`config.mk`:
```
export PLATFORM = sky130hd
export DESIGN_NAME = sync_fifo_param_flat
export DESIGN_NICKNAME = d
export VERILOG_FILES = /design/src/rtl/fifo_pkg.sv /design/src/rtl/sync_fifo_param_if.sv /design/src/rtl/fifo_sdp_ram.sv /design/src/rtl/sync_fifo_param.sv /design/src/flat_wrapper.sv
export SDC_FILE = /design/constraint.sdc
export NUM_CORES = 1
export LEC_CHECK = 0
export ABC_AREA = 1
export BUFFER_PORTS_ARGS = -buffer_cell sky130_fd_sc_hd__buf_2
export CORE_ASPECT_RATIO = 0.8
export CORE_MARGIN = 8
export CORE_UTILIZATION = 56
export CTS_CLUSTER_SIZE = 16
export DETAILED_ROUTE_END_ITERATION = 12
export HOLD_SLACK_MARGIN = 0.1
export PLACE_DENSITY = 0.8
export SLEW_MARGIN = 10
export SYNTH_ARGS = -nofsm -noshare
export SYNTH_HDL_FRONTEND = slang
export SYNTH_SLANG_ARGS = --single-unit
export TNS_END_PERCENT = 20
```
`constraint.sdc`:
```
create_clock -name i_clk -period 2.2 [get_ports i_clk]
set_input_delay 0.11 -clock i_clk [delete_from_list [all_inputs] [get_ports i_clk]]
set_output_delay 0.11 -clock i_clk [all_outputs]
set_load 0.01 [all_outputs]
```
`src/rtl/fifo_pkg.sv`:
```
// Shared types and pointer arithmetic for the parametrised single-clock FIFO.
package fifo_pkg;

    typedef enum logic {
        FIFO_STD  = 1'b0,
        FIFO_FWFT = 1'b1
    } fifo_mode_e;

    // Wrap is explicit so DEPTH does not have to be a power of two.
    function automatic logic [31:0] next_ptr(input logic [31:0] ptr, input logic [31:0] depth);
        return (ptr == depth - 32'd1) ? 32'd0 : ptr + 32'd1;
    endfunction

endpackage

```
`src/rtl/sync_fifo_param_if.sv`:
```
// Producer/consumer handshake bundle for sync_fifo_param; master drives requests, slave is the FIFO.
interface sync_fifo_param_if #(
    parameter int WIDTH = 16,
    parameter int DEPTH = 32
);
    logic                           i_flush;
    logic                           i_wr;
    logic [WIDTH-1:0]               i_din;
    logic                           i_rd;
    logic [WIDTH-1:0]               o_dout;
    logic                           o_dout_valid;
    logic                           o_full;
    logic                           o_empty;
    logic                           o_almost_full;
    logic                           o_almost_empty;
    logic [$clog2(DEPTH+1)-1:0]     o_count;
    logic                           o_overflow;
    logic                           o_underflow;

    modport master (
        output i_flush, i_wr, i_din, i_rd,
        input  o_dout, o_dout_valid, o_full, o_empty, o_almost_full,
               o_almost_empty, o_count, o_overflow, o_underflow
    );

    modport slave (
        input  i_flush, i_wr, i_din, i_rd,
        output o_dout, o_dout_valid, o_full, o_empty, o_almost_full,
               o_almost_empty, o_count, o_overflow, o_underflow
    );
endinterface

```
`src/rtl/fifo_sdp_ram.sv`:
```
// Simple dual-port storage: synchronous write, asynchronous read. Contents are never cleared.
module fifo_sdp_ram #(
    parameter int WIDTH = 16,
    parameter int DEPTH = 32
) (
    input  logic                       i_clk,
    input  logic                       i_we,
    input  logic [$clog2(DEPTH)-1:0]   i_waddr,
    input  logic [WIDTH-1:0]           i_wdata,
    input  logic [$clog2(DEPTH)-1:0]   i_raddr,
    output logic [WIDTH-1:0]           o_rdata
);
    logic [WIDTH-1:0] r_mem [DEPTH];

    always_ff @(posedge i_clk) begin
        if (i_we) begin
            r_mem[i_waddr] <= i_wdata;
        end
    end

    assign o_rdata = r_mem[i_raddr];
endmodule

```
`src/rtl/sync_fifo_param.sv`:
```
// Single-clock FIFO with STD or first-word fall-through read, occupancy count,
// programmable almost flags, flush and sticky overflow/underflow.
module sync_fifo_param
    import fifo_pkg::*;
#(
    parameter int WIDTH    = 16,
    parameter int DEPTH    = 32,
    parameter int FWFT     = 0,
    parameter int AF_LEVEL = DEPTH - 2,
    parameter int AE_LEVEL = 2
) (
    input  logic              i_clk,
    input  logic              i_rst,
    sync_fifo_param_if.slave  bus
);
    localparam int PTR_W = $clog2(DEPTH);
    localparam int CNT_W = $clog2(DEPTH + 1);
    localparam fifo_mode_e MODE = (FWFT != 0) ? FIFO_FWFT : FIFO_STD;
    localparam logic [CNT_W-1:0] CNT_FULL = CNT_W'(DEPTH);
    localparam logic [CNT_W-1:0] CNT_AF   = CNT_W'(AF_LEVEL);
    localparam logic [CNT_W-1:0] CNT_AE   = CNT_W'(AE_LEVEL);
    localparam logic [CNT_W-1:0] CNT_ONE  = CNT_W'(1);

    if (WIDTH < 1) begin : g_bad_width
        $error("sync_fifo_param: WIDTH must be at least 1");
    end
    if (DEPTH < 2) begin : g_bad_depth
        $error("sync_fifo_param: DEPTH must be at least 2");
    end
    if (AF_LEVEL < 0 || AF_LEVEL > DEPTH) begin : g_bad_af
        $error("sync_fifo_param: AF_LEVEL must lie in 0..DEPTH");
    end
    if (AE_LEVEL < 0 || AE_LEVEL > DEPTH) begin : g_bad_ae
        $error("sync_fifo_param: AE_LEVEL must lie in 0..DEPTH");
    end

    logic [PTR_W-1:0] r_wr_ptr;
    logic [PTR_W-1:0] r_rd_ptr;
    logic [CNT_W-1:0] r_count;
    logic [WIDTH-1:0] r_dout;
    logic             r_dout_valid;
    logic             r_overflow;
    logic             r_underflow;

    logic             w_full;
    logic             w_empty;
    logic             w_wr_acc;
    logic             w_rd_acc;
    logic [WIDTH-1:0] w_rdata;

    // Acceptance uses only the registered count, so a full FIFO rejects a write even when a read pops.
    assign w_full   = (r_count == CNT_FULL);
    assign w_empty  = (r_count == '0);
    assign w_wr_acc = bus.i_wr && !w_full;
    assign w_rd_acc = bus.i_rd && !w_empty;

    fifo_sdp_ram #(
        .WIDTH (WIDTH),
        .DEPTH (DEPTH)
    ) u_ram (
        .i_clk   (i_clk),
        .i_we    (w_wr_acc && !i_rst && !bus.i_flush),
        .i_waddr (r_wr_ptr),
        .i_wdata (bus.i_din),
        .i_raddr (r_rd_ptr),
        .o_rdata (w_rdata)
    );

    always_ff @(posedge i_clk) begin
        if (i_rst) begin
            r_wr_ptr     <= '0;
            r_rd_ptr     <= '0;
            r_count      <= '0;
            r_dout       <= '0;
            r_dout_valid <= 1'b0;
            r_overflow   <= 1'b0;
            r_underflow  <= 1'b0;
        end else if (bus.i_flush) begin
            r_wr_ptr     <= '0;
            r_rd_ptr     <= '0;
            r_count      <= '0;
            r_dout       <= '0;
            r_dout_valid <= 1'b0;
        end else begin
            if (w_wr_acc) begin
                r_wr_ptr <= PTR_W'(next_ptr(32'(r_wr_ptr), 32'(DEPTH)));
            end
            if (w_rd_acc) begin
                r_rd_ptr <= PTR_W'(next_ptr(32'(r_rd_ptr), 32'(DEPTH)));
                r_dout   <= w_rdata;
            end
            unique case ({w_wr_acc, w_rd_acc})
                2'b10:   r_count <= r_count + CNT_ONE;
                2'b01:   r_count <= r_count - CNT_ONE;
                default: r_count <= r_count;
            endcase
            r_dout_valid <= w_rd_acc;
            if (bus.i_wr && !w_wr_acc) begin
                r_overflow <= 1'b1;
            end
            if (bus.i_rd && !w_rd_acc) begin
                r_underflow <= 1'b1;
            end
        end
    end

    // Fall-through mode presents the head word straight from storage; STD uses the read register.
    if (MODE == FIFO_FWFT) begin : g_fwft
        assign bus.o_dout       = w_empty ? '0 : w_rdata;
        assign bus.o_dout_valid = !w_empty;
    end else begin : g_std
        assign bus.o_dout       = r_dout;
        assign bus.o_dout_valid = r_dout_valid;
    end

    assign bus.o_full         = w_full;
    assign bus.o_empty        = w_empty;
    assign bus.o_almost_full  = (r_count >= CNT_AF);
    assign bus.o_almost_empty = (r_count <= CNT_AE);
    assign bus.o_count        = r_count;
    assign bus.o_overflow     = r_overflow;
    assign bus.o_underflow    = r_underflow;
endmodule
```
`src/flat_wrapper.sv`:
```
// flat-port wrapper written by rule: the top's interface ports become plain ports
module sync_fifo_param_flat import fifo_pkg::*;
#(
    parameter int WIDTH    = 16,
    parameter int DEPTH    = 32,
    parameter int FWFT     = 0,
    parameter int AF_LEVEL = DEPTH - 2,
    parameter int AE_LEVEL = 2
)
  (i_clk, i_rst, bus_i_flush, bus_i_wr, bus_i_din, bus_i_rd, bus_o_dout, bus_o_dout_valid, bus_o_full, bus_o_empty, bus_o_almost_full, bus_o_almost_empty, bus_o_count, bus_o_overflow, bus_o_underflow);
  sync_fifo_param_if #(.WIDTH(WIDTH), .DEPTH(DEPTH)) bus_i ();
  input  logic i_clk;
  input  logic i_rst;
  input wire logic [$bits(bus_i.i_flush)-1:0] bus_i_flush;
  input wire logic [$bits(bus_i.i_wr)-1:0] bus_i_wr;
  input wire logic [$bits(bus_i.i_din)-1:0] bus_i_din;
  input wire logic [$bits(bus_i.i_rd)-1:0] bus_i_rd;
  output wire logic [$bits(bus_i.o_dout)-1:0] bus_o_dout;
  output wire logic [$bits(bus_i.o_dout_valid)-1:0] bus_o_dout_valid;
  output wire logic [$bits(bus_i.o_full)-1:0] bus_o_full;
  output wire logic [$bits(bus_i.o_empty)-1:0] bus_o_empty;
  output wire logic [$bits(bus_i.o_almost_full)-1:0] bus_o_almost_full;
  output wire logic [$bits(bus_i.o_almost_empty)-1:0] bus_o_almost_empty;
  output wire logic [$bits(bus_i.o_count)-1:0] bus_o_count;
  output wire logic [$bits(bus_i.o_overflow)-1:0] bus_o_overflow;
  output wire logic [$bits(bus_i.o_underflow)-1:0] bus_o_underflow;
  assign bus_i.i_flush = bus_i_flush;
  assign bus_i.i_wr = bus_i_wr;
  assign bus_i.i_din = bus_i_din;
  assign bus_i.i_rd = bus_i_rd;
  assign bus_o_dout = bus_i.o_dout;
  assign bus_o_dout_valid = bus_i.o_dout_valid;
  assign bus_o_full = bus_i.o_full;
  assign bus_o_empty = bus_i.o_empty;
  assign bus_o_almost_full = bus_i.o_almost_full;
  assign bus_o_almost_empty = bus_i.o_almost_empty;
  assign bus_o_count = bus_i.o_count;
  assign bus_o_overflow = bus_i.o_overflow;
  assign bus_o_underflow = bus_i.o_underflow;
  sync_fifo_param #(.WIDTH(WIDTH), .DEPTH(DEPTH), .FWFT(FWFT), .AF_LEVEL(AF_LEVEL), .AE_LEVEL(AE_LEVEL)) u_core (.i_clk(i_clk), .i_rst(i_rst), .bus(bus_i));
endmodule
```
# Yosys cells after proc, flatten, opt, wreduce, memory -nomap -nowiden
# Memories as Yosys holds them, arrays and structs flattened. A register that Yosys moved wholly into a read port is not among the register bits.
# Index checks and enable logic that the tools add are counted.
# classes
addsub	4
magnitude_cmp	2
n_eq_ne	5
n_mux	5
n_bitwise	1
n_reduce_logical	17
# op_table
operator	n
$pmux W6 S2	1
$add A5 B1 Y5 const B	2
$eq A5 B5 Y1 const B	2
$mux W5	2
$add A6 B1 Y6 const B	1
$eq A6 B6 Y1 const B	1
$ge A6 B5 Y1 const B	1
$le A6 B2 Y1 const B	1
$logic_and A1 B1 Y1	6
$logic_not A1 Y1	6
$logic_not A6 Y1	1
$sub A6 B1 Y6 const B	1
$reduce_and A2 Y1	2
$eq A2 B1 Y1 const B	1
$eq A2 B2 Y1 const B	1
$mux W1	2
$reduce_bool A2 Y1	1
$reduce_or A2 Y1	1
$not A1 Y1	1
# totals
regBits	19
mem_bits_rw	512
in_bits	21
out_inout_bits	29
mem_count	1
# memory_table
memory	depth	width	read_ports	rd_ports_with_merged_regs	wr	line_no	source
u_core.u_ram.r_mem	32	16	1	1	1	fifo_sdp_ram.sv:13	logic [WIDTH-1:0] r_mem [DEPTH];

# Depth between registers and ports, before layout
# depth
word_depth	7
depth_mapped	16
depth_no_buf	15

# Modules after synthesis
# Synthesis repeated with hierarchy kept, for this count alone.
# hier_totals
hier_cells	2008
hier_area_um2	22698.0
# by_module_without_submodules
module	instances	cells_each	area_per_inst_um2	seq_area_each_um2
fifo_sdp_ram	1	1778	20981.4	15374.7
sync_fifo_param	1	230	1716.6	700.7

# Worst setup path before layout
# No wires, ideal clock.
# synth_path
path_type	register -> register
start	reg u_core.r_count[1] (netlist: u_core.bus.o_count[1])
end	reg u_core.r_count[4] (netlist: u_core.bus.o_count[4])
arrival_time_ps	2389
slack_ps	-304
path_stages_with_launch	15
cell_sequence	dfxtp_1 -> inv_2 -> nand2_1 -> nor2_1 -> nand2_1 -> nand2_2 -> inv_2 -> clkbuf_1 -> ha_1 -> inv_1 -> fa_1 -> o21ai_0 -> xor2_1 -> o21ai_0 -> inv_1
# synth_between
elab_chain_cells	5
# synth_lines
element	line_no	source
start: declaration	sync_fifo_param.sv:39	logic [CNT_W-1:0] r_count;
start signal: assignment	sync_fifo_param.sv:93	2'b10: r_count <= r_count + CNT_ONE;
start signal: assignment	sync_fifo_param.sv:94	2'b01: r_count <= r_count - CNT_ONE;
start signal: assignment	sync_fifo_param.sv:95	default: r_count <= r_count;
$logic_not A6 Y1 (*)	sync_fifo_param.sv:53	assign w_empty = (r_count == '0);
$logic_not A1 Y1 (*)	sync_fifo_param.sv:55	assign w_rd_acc = bus.i_rd && !w_empty;
$logic_and A1 B1 Y1 (*)	sync_fifo_param.sv:55	
named net u_core.w_rd_acc	sync_fifo_param.sv:48	logic w_rd_acc;
$eq A2 B1 Y1 or $eq A2 B2 Y1 (tied branches)	sync_fifo_param.sv:92	unique case ({w_wr_acc, w_rd_acc})
$pmux W6 S2 or $reduce_bool A2 Y1 (tied branches)	-	
# The timed path passes the listed nets; every way through them passes the cells marked *.
# A chain may end at the register's enable or synchronous reset.

# Worst setup path after layout
# layout_path
start	reg u_core.r_count[3] (netlist: u_core.bus.o_count[3])
end	reg u_core.r_count[5] (netlist: u_core.bus.o_count[5])
# layout_between
elab_chain_cells	5
# layout_lines
element
parallel branches: the longest is 5 deep, another holds $sub A6 B1 Y6
# Several ways; the timed one is not identified.

==> impl_results.md <==
- Status: complete, no violations
- H-tree depth: 2
- Highest Clock Rate: 475 MHz
- Layout cell share with drive strength beyond 1: 10.1%
- Hold Slack: 0.120 ns
- Post-Syn Area per Cell: 10.4 µm²
- Main area contributors after synthesis: edfxtp_1, nand2_1, nand3_1
- RSZ-0062 raised after global routing: true
- Post-DP HPWL: 34000 µm
- Reg2reg end: u_core.bus.o_count[5]
- CTS tree: built
- Max Clock Skew: 0.0283 ns
- Routed Antenna Nets: 0
- Maximum clock path buffer count: 3
- Die X: 244 µm
- Die Height: 198 µm
- Predominant post-synthesis flop cell: edfxtp_1
- Reg area: 16100 µm²
- Filler Cell Count: 3044
- Root Buffer: clkbuf_16
- Yosys reg bits: 547
- Num rows: 66
- DRT Pass-1 Iters: 5
- DP Area: 24700 µm²
- Area of the core: 40900 µm²
- Worst skew pair latency: 0.59 ns
- CP arrival: 2.61 ns
- Worst Reg-to-Reg Cells: 16
- Placed insts: 2824
- CTS Buf Count: 50
- VDD IR max: 0.000797 V
- Mapped Nets: 2277
- Avg Vias per Cell: 5.61
- Largest net degree at the start of global routing: 100
- CP endpoint: u_core.bus.o_count[5]
- Initial antenna violation count: 2
- First-pass GRT wire length: 89000 µm
- Post-synth top area cell: edfxtp_1
- CP required: 2.71 ns
- Placer congestion estimate: 0.914
- Reg-to-reg slack, setup: 0.1 ns
- Worst Setup Start Kind: flop
- Utilization after layout: 64.5%
- Io pins: 50
- Worst Setup SP: u_core.bus.o_count[3]
- Die footprint: 48400 µm²
- Sink Count: 547
- Vias in the first global route: 16250
- Crit end category: flop
- Fin crit period: 2.10 ns
- Async S/R FF share, synth: 0%
- P&R area growth vs syn: 13.2%
- Post-synth EDFFs: 512
- Library cells used by synthesis: 27
- Number of remaining DRC errors: 0
- Max Slew Vio Count: 0
- Mapped Cells: 2243
- Gr ovfl total: 0
- Commonest cells after routing, fill and taps aside: nand2_1, edfxtp_1, nand3_1
- Pwr/cell area: 820 nW/µm²
- DR iter-0 viols: 2165
- Hold WC Path Type: in2reg
- Actual slew at the worst max-slew pin: 0.852 ns
- Routed via count: 16414
- Commonest non-fill, non-tap cell in the layout: nand2_1
- Path type of the worst setup path: reg2reg
- Post-layout net count: 2375
- Final Cycle Share: 95.6%
- Max-Cap Viols: 0
- Synth Cell Area: 23300 µm²
- Final Instance Count excl. Fillers: 2928
- Relative slew slack: 43.2%
- CTS clock-pin slew for the worst setup and hold paths: 0.07 ns
- Leakage power: 10.9 nW
- Total routed wirelength: 57100 µm
- WL/cell: 19.5 µm
- Port-buffer cells: 49
- Hold Vio Cnt, Final: 0
- Reg2Reg Launch Point: u_core.bus.o_count[3]
- CP max FO: 5
- Starting Density: 57.0%
- Multi-input logic area: 5690 µm²
- Synth warnings: 0
- Finished Cell Area: 26400 µm²
- Final setup fails: 0
- Seq/Total Area, Yosys: 69.0%
- Hold_sp: bus_i_din[3]
- Top cell type's share of synthesized area: 66.0%
- GR Util All Layers: 23.4%
layer usage:
layer / up-vias / share of wire (%) / track usage [%]
li1: 7581 / - / -
met1: 7800 / 40 / 30.8
met2: 848 / 47 / 37.8
met3: 183 / 9.4 / 5.31
met4: 2 / 3.7 / 9.35
met5: - / 0.023 / 0
cell usage after synthesis, types with 4 or more instances:
library cell  instances
a21oi_1              28
inv_1               280
nand3_1             361
buf_6                 4
nand2_1             756
edfxtp_1            512
o211ai_1              4
buf_2                61
o21ai_0              37
ha_1                 12
clkbuf_1             34
buf_1                13
dfxtp_1              35
inv_2                 4
nor2_1               78
through the flow:
stage	TNS [ns]	setup slack [ns]	power (mW)
after floorplan	-60.12	-0.156	12.9
after CTS	0	0.00543	21.7
after global routing	-0.136	-0.0811	22.3
final	0	0.0966	21.6
after global placement	-0.0582	-0.0303	13.7
after detailed placement	-0.0704	-0.0381	13.7
critical path: stages (launching register included):
cell and delay [ns]:
dfxtp_2 0.33, nor2_4 0.10, nand2_1 0.07, nor2_2 0.11, nand2_1 0.10, nand2_2 0.08, inv_2 0.05, ha_4 0.16
buf_12 0.13, ha_4 0.28, nand2_1 0.05, inv_1 0.06, nand4_1 0.10, nand3_2 0.09, xor2_1 0.14, nand2_1 0.07
a21oi_1 0.11
flip-flops by register name (all words and copies together), names as in the netlist:
| name | cells |
|---|---|
| u_core.u_ram.r_mem | 512 |
| u_core.bus.o_dout | 16 |
| u_core.bus.o_count | 6 |
| u_core.r_rd_ptr | 5 |
| u_core.r_wr_ptr | 5 |
| u_core.bus.o_dout_valid | 1 |
| u_core.bus.o_overflow | 1 |
| u_core.bus.o_underflow | 1 |
how the worst min path moves through the flow:
stage	cells past startpoint	slack, ns	to
global placement	2	0.31	u_core.bus.o_underflow
CTS	1	0.10	u_core.u_ram.r_mem[28][3]
global route	1	0.13	u_core.u_ram.r_mem[26][3]
detailed placement	2	0.32	u_core.bus.o_overflow
floorplan	1	0.18	u_core.bus.o_overflow
finish	1	0.12	u_core.u_ram.r_mem[28][3]
power by group:
part / internal, mW / switching [mW] / total (mW)
clock: 4.39 / 3.66 / 8.06
combinational: 0.644 / 1.46 / 2.10
sequential: 11.4 / 0.0465 / 11.5
cell families (layout without fill, tap and decap cells):
logic type,Yosys count,count (layout),synth area share [%]
xor gates and xnor gates,5,5,0.188
buffers and inverters,399,538,6.92
adders and majority gates,13,13,0.731
and+or+nand+nor,1203,1203,21.4
other,0,2,0
DFF,547,547,69.0
AOI/OAI and AO/OA,76,76,1.71
final cells by class:
cell class                      instances  share of cell area (%)
Tap cell                              544                    2.58
Clock inverter                         15                   0.275
Sequential cell                       547                    61.0
Antenna cell                            2                  0.0190
Multi-Input combinational cell       1297                    21.6
Clock buffer                           78                    5.34
Timing Repair Buffer                  160                    5.11
Inverter                              285                    4.09
repair_timing:
| action | in CTS | in global routing |
|---|---|---|
| buffers inserted | 0 | 1 |
| hold buffers | 8 | 0 |
| resized for setup | 1 | 15 |
| setup endpoints to repair | 4 | 81 |
| endpoints found under the hold margin | 26 | 0 |
| pin swaps | 0 | 3 |
(Power assumes the default switching activity.)
